`src/rtl/sdram_refresh_scheduler.sv`:
```
`default_nettype none
// ============================================================================
// Module   : sdram_refresh_scheduler
// Brief    : SDRAM power-up init sequencer and periodic auto-refresh scheduler
// Revision : 1.0 - initial release
// ============================================================================
module sdram_refresh_scheduler #(
    parameter int CNT_W          = 16,
    parameter int T_POWERUP      = 20000,
    parameter int T_RP           = 3,
    parameter int T_RFC          = 9,
    parameter int T_MRD          = 2,
    parameter int T_REFI         = 780,
    parameter int INIT_REFRESHES = 8,
    parameter int MAX_PENDING    = 8
) (
    input  logic       CLK,
    input  logic       RST,
    input  logic       enable,
    output logic       cmd_valid,
    output logic [1:0] cmd,
    input  logic       cmd_ready,
    output logic       init_done,
    output logic [3:0] pending,
    output logic       overflow
);

    typedef enum logic [3:0] {
        S_IDLE      = 4'd0,
        S_PWRUP     = 4'd1,
        S_PRE       = 4'd2,
        S_WAIT_RP   = 4'd3,
        S_IREF      = 4'd4,
        S_WAIT_IRFC = 4'd5,
        S_LMR       = 4'd6,
        S_WAIT_MRD  = 4'd7,
        S_RUN       = 4'd8,
        S_REF       = 4'd9,
        S_WAIT_RFC  = 4'd10
    } state_t;

    localparam logic [1:0]       c_CMD_NOP  = 2'b00;
    localparam logic [1:0]       c_CMD_PRE  = 2'b01;
    localparam logic [1:0]       c_CMD_REF  = 2'b10;
    localparam logic [1:0]       c_CMD_LMR  = 2'b11;
    localparam logic [CNT_W-1:0] c_PWRUP    = CNT_W'(T_POWERUP);
    localparam logic [CNT_W-1:0] c_RP_M1    = CNT_W'(T_RP - 1);
    localparam logic [CNT_W-1:0] c_RFC_M1   = CNT_W'(T_RFC - 1);
    localparam logic [CNT_W-1:0] c_MRD_M1   = CNT_W'(T_MRD - 1);
    localparam logic [CNT_W-1:0] c_REFI_M1  = CNT_W'(T_REFI - 1);
    localparam logic [CNT_W-1:0] c_INIT_REF = CNT_W'(INIT_REFRESHES);
    localparam logic [3:0]       c_MAX_PEND = 4'(MAX_PENDING);

    state_t           r_state, w_state_nxt;
    logic [CNT_W-1:0] r_wait_cnt, w_wait_cnt_nxt;
    logic [CNT_W-1:0] r_iref_cnt;
    logic [CNT_W-1:0] r_refi_cnt;
    logic             w_xfer;
    logic             w_ref_xfer;
    logic             w_refi_run;
    logic             w_tick;

    assign w_xfer     = cmd_valid & cmd_ready;
    assign w_ref_xfer = w_xfer && (r_state == S_REF);
    assign w_refi_run = (r_state == S_RUN) || (r_state == S_REF) || (r_state == S_WAIT_RFC);
    assign w_tick     = w_refi_run && (r_refi_cnt == c_REFI_M1);

    always_comb begin
        w_state_nxt    = r_state;
        w_wait_cnt_nxt = r_wait_cnt + 1'b1;
        case (r_state)
            S_IDLE: begin
                w_wait_cnt_nxt = '0;
                if (enable) w_state_nxt = S_PWRUP;
            end
            S_PWRUP: begin
                if (r_wait_cnt == c_PWRUP) begin
                    w_state_nxt    = S_PRE;
                    w_wait_cnt_nxt = '0;
                end
            end
            S_WAIT_RP: begin
                if (r_wait_cnt == c_RP_M1) begin
                    w_state_nxt    = S_IREF;
                    w_wait_cnt_nxt = '0;
                end
            end
            S_WAIT_IRFC: begin
                if (r_wait_cnt == c_RFC_M1) begin
                    w_state_nxt    = (r_iref_cnt < c_INIT_REF) ? S_IREF : S_LMR;
                    w_wait_cnt_nxt = '0;
                end
            end
            S_WAIT_MRD: begin
                if (r_wait_cnt == c_MRD_M1) begin
                    w_state_nxt    = S_RUN;
                    w_wait_cnt_nxt = '0;
                end
            end
            // Going straight back to REF keeps owed refreshes T_RFC+1 apart
            S_WAIT_RFC: begin
                if (r_wait_cnt == c_RFC_M1) begin
                    w_state_nxt    = (pending != 4'd0) ? S_REF : S_RUN;
                    w_wait_cnt_nxt = '0;
                end
            end
            S_PRE: begin
                w_wait_cnt_nxt = '0;
                if (w_xfer) w_state_nxt = S_WAIT_RP;
            end
            S_IREF: begin
                w_wait_cnt_nxt = '0;
                if (w_xfer) w_state_nxt = S_WAIT_IRFC;
            end
            S_LMR: begin
                w_wait_cnt_nxt = '0;
                if (w_xfer) w_state_nxt = S_WAIT_MRD;
            end
            S_RUN: begin
                w_wait_cnt_nxt = '0;
                if (pending != 4'd0) w_state_nxt = S_REF;
            end
            S_REF: begin
                w_wait_cnt_nxt = '0;
                if (w_xfer) w_state_nxt = S_WAIT_RFC;
            end
            default: begin
                w_state_nxt    = S_IDLE;
                w_wait_cnt_nxt = '0;
            end
        endcase
    end

    always_ff @(posedge CLK or posedge RST) begin
        if (RST) begin
            r_state    <= S_IDLE;
            r_wait_cnt <= '0;
        end else begin
            r_state    <= w_state_nxt;
            r_wait_cnt <= w_wait_cnt_nxt;
        end
    end

    always_ff @(posedge CLK or posedge RST) begin
        if (RST) begin
            r_iref_cnt <= '0;
            r_refi_cnt <= '0;
            pending    <= '0;
            overflow   <= 1'b0;
            init_done  <= 1'b0;
            cmd_valid  <= 1'b0;
            cmd        <= c_CMD_NOP;
        end else begin
            if (w_xfer && (r_state == S_IREF)) r_iref_cnt <= r_iref_cnt + 1'b1;

            if (r_state == S_WAIT_MRD)
                r_refi_cnt <= '0;
            else if (w_refi_run)
                r_refi_cnt <= w_tick ? '0 : r_refi_cnt + 1'b1;

            // A tick and a refresh on the same edge cancel out
            if (w_tick && !w_ref_xfer) begin
                if (pending == c_MAX_PEND) overflow <= 1'b1;
                else                       pending  <= pending + 1'b1;
            end else if (w_ref_xfer && !w_tick) begin
                pending <= pending - 1'b1;
            end

            if (r_state == S_RUN) init_done <= 1'b1;

            case (w_state_nxt)
                S_PRE:   begin cmd_valid <= 1'b1; cmd <= c_CMD_PRE; end
                S_IREF:  begin cmd_valid <= 1'b1; cmd <= c_CMD_REF; end
                S_REF:   begin cmd_valid <= 1'b1; cmd <= c_CMD_REF; end
                S_LMR:   begin cmd_valid <= 1'b1; cmd <= c_CMD_LMR; end
                default: begin cmd_valid <= 1'b0; cmd <= c_CMD_NOP; end
            endcase
        end
    end

endmodule
`default_nettype wire

```
`config.mk`:
```
export PLATFORM = sky130hd
export DESIGN_NAME = sdram_refresh_scheduler
export DESIGN_NICKNAME = d
export VERILOG_FILES = /design/src/rtl/sdram_refresh_scheduler.sv
export SDC_FILE = /design/constraint.sdc
export NUM_CORES = 1
export LEC_CHECK = 0
export ABC_CLOCK_PERIOD_IN_PS = 3100
export CAP_MARGIN = 20
export CORE_ASPECT_RATIO = 0.9
export CORE_MARGIN = 1
export CORE_UTILIZATION = 39
export CTS_CLUSTER_DIAMETER = 50
export DETAILED_ROUTE_END_ITERATION = 8
export SLEW_MARGIN = 5
export SYNTH_ARGS = -nofsm -noshare
export SYNTH_HDL_FRONTEND = slang
export SYNTH_SLANG_ARGS = --single-unit
```
`constraint.sdc`:
```
create_clock -name CLK -period 3.1 [get_ports CLK]
set_input_delay 0.31 -clock CLK [delete_from_list [all_inputs] [get_ports CLK]]
set_output_delay 0.31 -clock CLK [all_outputs]
set_load 0.005 [all_outputs]
```
==> run metrics <==
Yosys reg bits=61; total of max-cap violations=0; Placed Area=3540 um2; drt drc=0; vias in the first global route=2390; Cell Rows=31; All-Layer GR Usage=16.1%; Yosys cell types=52; Post-synth ARST share=100%; Net Count, Synth=339; post-layout util=47.2%; final setup violating endpoints=0; ys flop type=dfrtp_1; RSZ-0062 raised after global routing=no; vias per cell=5.36; largest net degree at the start of global routing=50; # hold bufs at CTS=0; Fmax=0.343 GHz; syn avg cell area=10.0 um2; final hold viol count=0; CTS tree=built; IO Pins=13; slew margin rel.=56.7%; TritonCTS buffer count=9; synth warn=0; Initial Util=40.5%; share of post-route cells with drive strength above 1=12.6%; Core Area=8070 um2; PD cells=661 nW/um2; Startpoint Class=flip-flop; worst slew pin tran=632 ps; CP cell instances=or3_1, or4_1, or3_1, ha_1, a21o_1, a21oi_1, xnor2_1, nand2_1, xnor2_1; Clock Sink Count=61; path type of the worst min-delay path=input pin to asynchronous set/reset pin; Slew Viols, Final=0; root buffer cell=clkbuf_8; Critical-path top delay cell=or3_1; Period minus WS final=2910 ps; status=complete, no violations; leading post-synthesis cells by cell area=dfrtp_1 (47%), xnor2_1 (5.9%), xor2_1 (4.0%); DR pass1 iterations=7; GRT Residual Overflow=0; leakage=1.63 nW; CP Capture Type=flip-flop; area grow syn2layout=16.5%; initial antenna violation count=0; Worst R2R Setup Slack=190 ps; die span in y=88.8 um; wire per inst=13.6 um; WS Path Type=flip-flop to flip-flop; setup bufs post-CTS=0; commonest cells in the netlist=dfrtp_1 (61), nor2_1 (34), nand2_1 (24), nand3_1 (24), xnor2_1 (22); post-route ant nets=0; cell taking the most area after synthesis=dfrtp_1; Final Skew=5.82 ps; WP buf/inv=0; total power draw=2.51 mW; # port buffers=12; Clock transition at path regs=70 ps; Worst VDD drop=0.378 mV; Die ar.=8740 um2; vias=2445; Crit path largest cell delay=490 ps; fin area=3800 um2; RePlAce Congestion=0.764; CTS max path bufs=2; dpl hpwl=4.42 mm; Final TNS setup=0 ps; first-pass GRT wire length=11.0 mm; post-CTS resize count=0; Clk Latency, worst-skew pair=330 ps; EDFF count, synth=0; Crit path arrival time=3130 ps; # nets final=365; DRC marker count from the first detailed-route iteration=104; final hold slack=315 ps; die width=98.5 um; Post-Synthesis Cell Area=3270 um2; CP Data Required Time=3320 ps; family with the most delay on the worst path=simple AND/OR/NAND/NOR gates; post-synth top area share=46.7%; most frequent cell after synthesis=dfrtp_1; Routed WL=6.20 mm; n_diodes=0; sequential cell area fraction in the yosys report=46.7%; fin crit share=94.0%; cell count after synthesis=326; H-tree levels=3; maximum fanout along the worst path=6
[metrics by stage]
step                std cells  worst slack (ps)
global route              456              57.7
global placement          439               244
floorplan                 326               320
CTS                       455               188
finish                    456               187
detailed placement        439               205
[final timing paths]
check | startpoint | endpoint | cells after the start
setup reg to reg | r_refi_cnt[12] | pending[3] | 9
max in group asynchronous | RST | r_refi_cnt[11] | 4
min in group CLK | r_iref_cnt[15] | r_iref_cnt[15] | 1
hold / removal | RST | r_wait_cnt[9] | 2
hold reg to reg | r_iref_cnt[15] | r_iref_cnt[15] | 1
setup / recovery | r_refi_cnt[12] | pending[3] | 9
[area by class of cell]
| type | count | area, um2 |
|---|---|---|
| fill | 778 | 4260 |
| inverter | 13 | 48.8 |
| multi-input combinational | 246 | 1660 |
| sequential | 61 | 1530 |
| clock inverter | 6 | 110 |
| tap | 99 | 124 |
| clock buffer | 10 | 138 |
| timing repair buffer | 21 | 200 |
[metal layers]
| metal | wire (um) | share of wire (%) | GRT usage (%) | vias to the layer above |
|---|---|---|---|---|
| met5 | 0 | 0 | 0 | - |
| met4 | 63 | 1.0 | 5.97 | 0 |
| met3 | 191 | 3.1 | 4.42 | 8 |
| met2 | 2820 | 46 | 25.7 | 41 |
| met1 | 3120 | 50 | 21.0 | 1192 |
| li1 | - | - | - | 1204 |
[placed cells by master, fill, tap and decap left out, types with 15 or more instances in the layout]
| master | instances |
|---|---|
| xnor2_1 | 22 |
| nor2_1 | 34 |
| xor2_1 | 15 |
| dfrtp_1 | 61 |
| nand3_1 | 24 |
| nand2_1 | 24 |
[state kept, by name, summed over array words and instances, names as in the netlist]
name        count
r_iref_cnt     16
r_refi_cnt     16
r_wait_cnt     16
pending         4
r_state         4
cmd             2
cmd_valid       1
init_done       1
overflow        1
[report_power, final]
part / internal (mW) / switching (mW) / leakage [nW]
clock: 0.554 / 0.315 / 0.119
sequential: 0.873 / 0.0837 / 0.832
combinational: 0.304 / 0.385 / 0.685
total: 1.73 / 0.783 / 1.63
[worst register-to-register path, stage by stage (launching register included)]
cell,delay [ps]
dfrtp_1,400
or3_1,420
or4_1,470
or3_1,490
ha_1,340
a21o_1,180
a21oi_1,170
xnor2_1,130
nand2_1,80
xnor2_1,130
[kinds of logic after synthesis]
kind of cell / after synthesis / share of synthesized area (%)
simple gates: 158 / 27.5
mux: 3 / 0.996
flops: 61 / 46.7
xor+xnor: 37 / 9.92
fa+ha+maj: 9 / 3.68
buf+inv: 19 / 2.49
compound gates: 39 / 8.70
No activity file was read; power rests on OpenSTA's default activity.
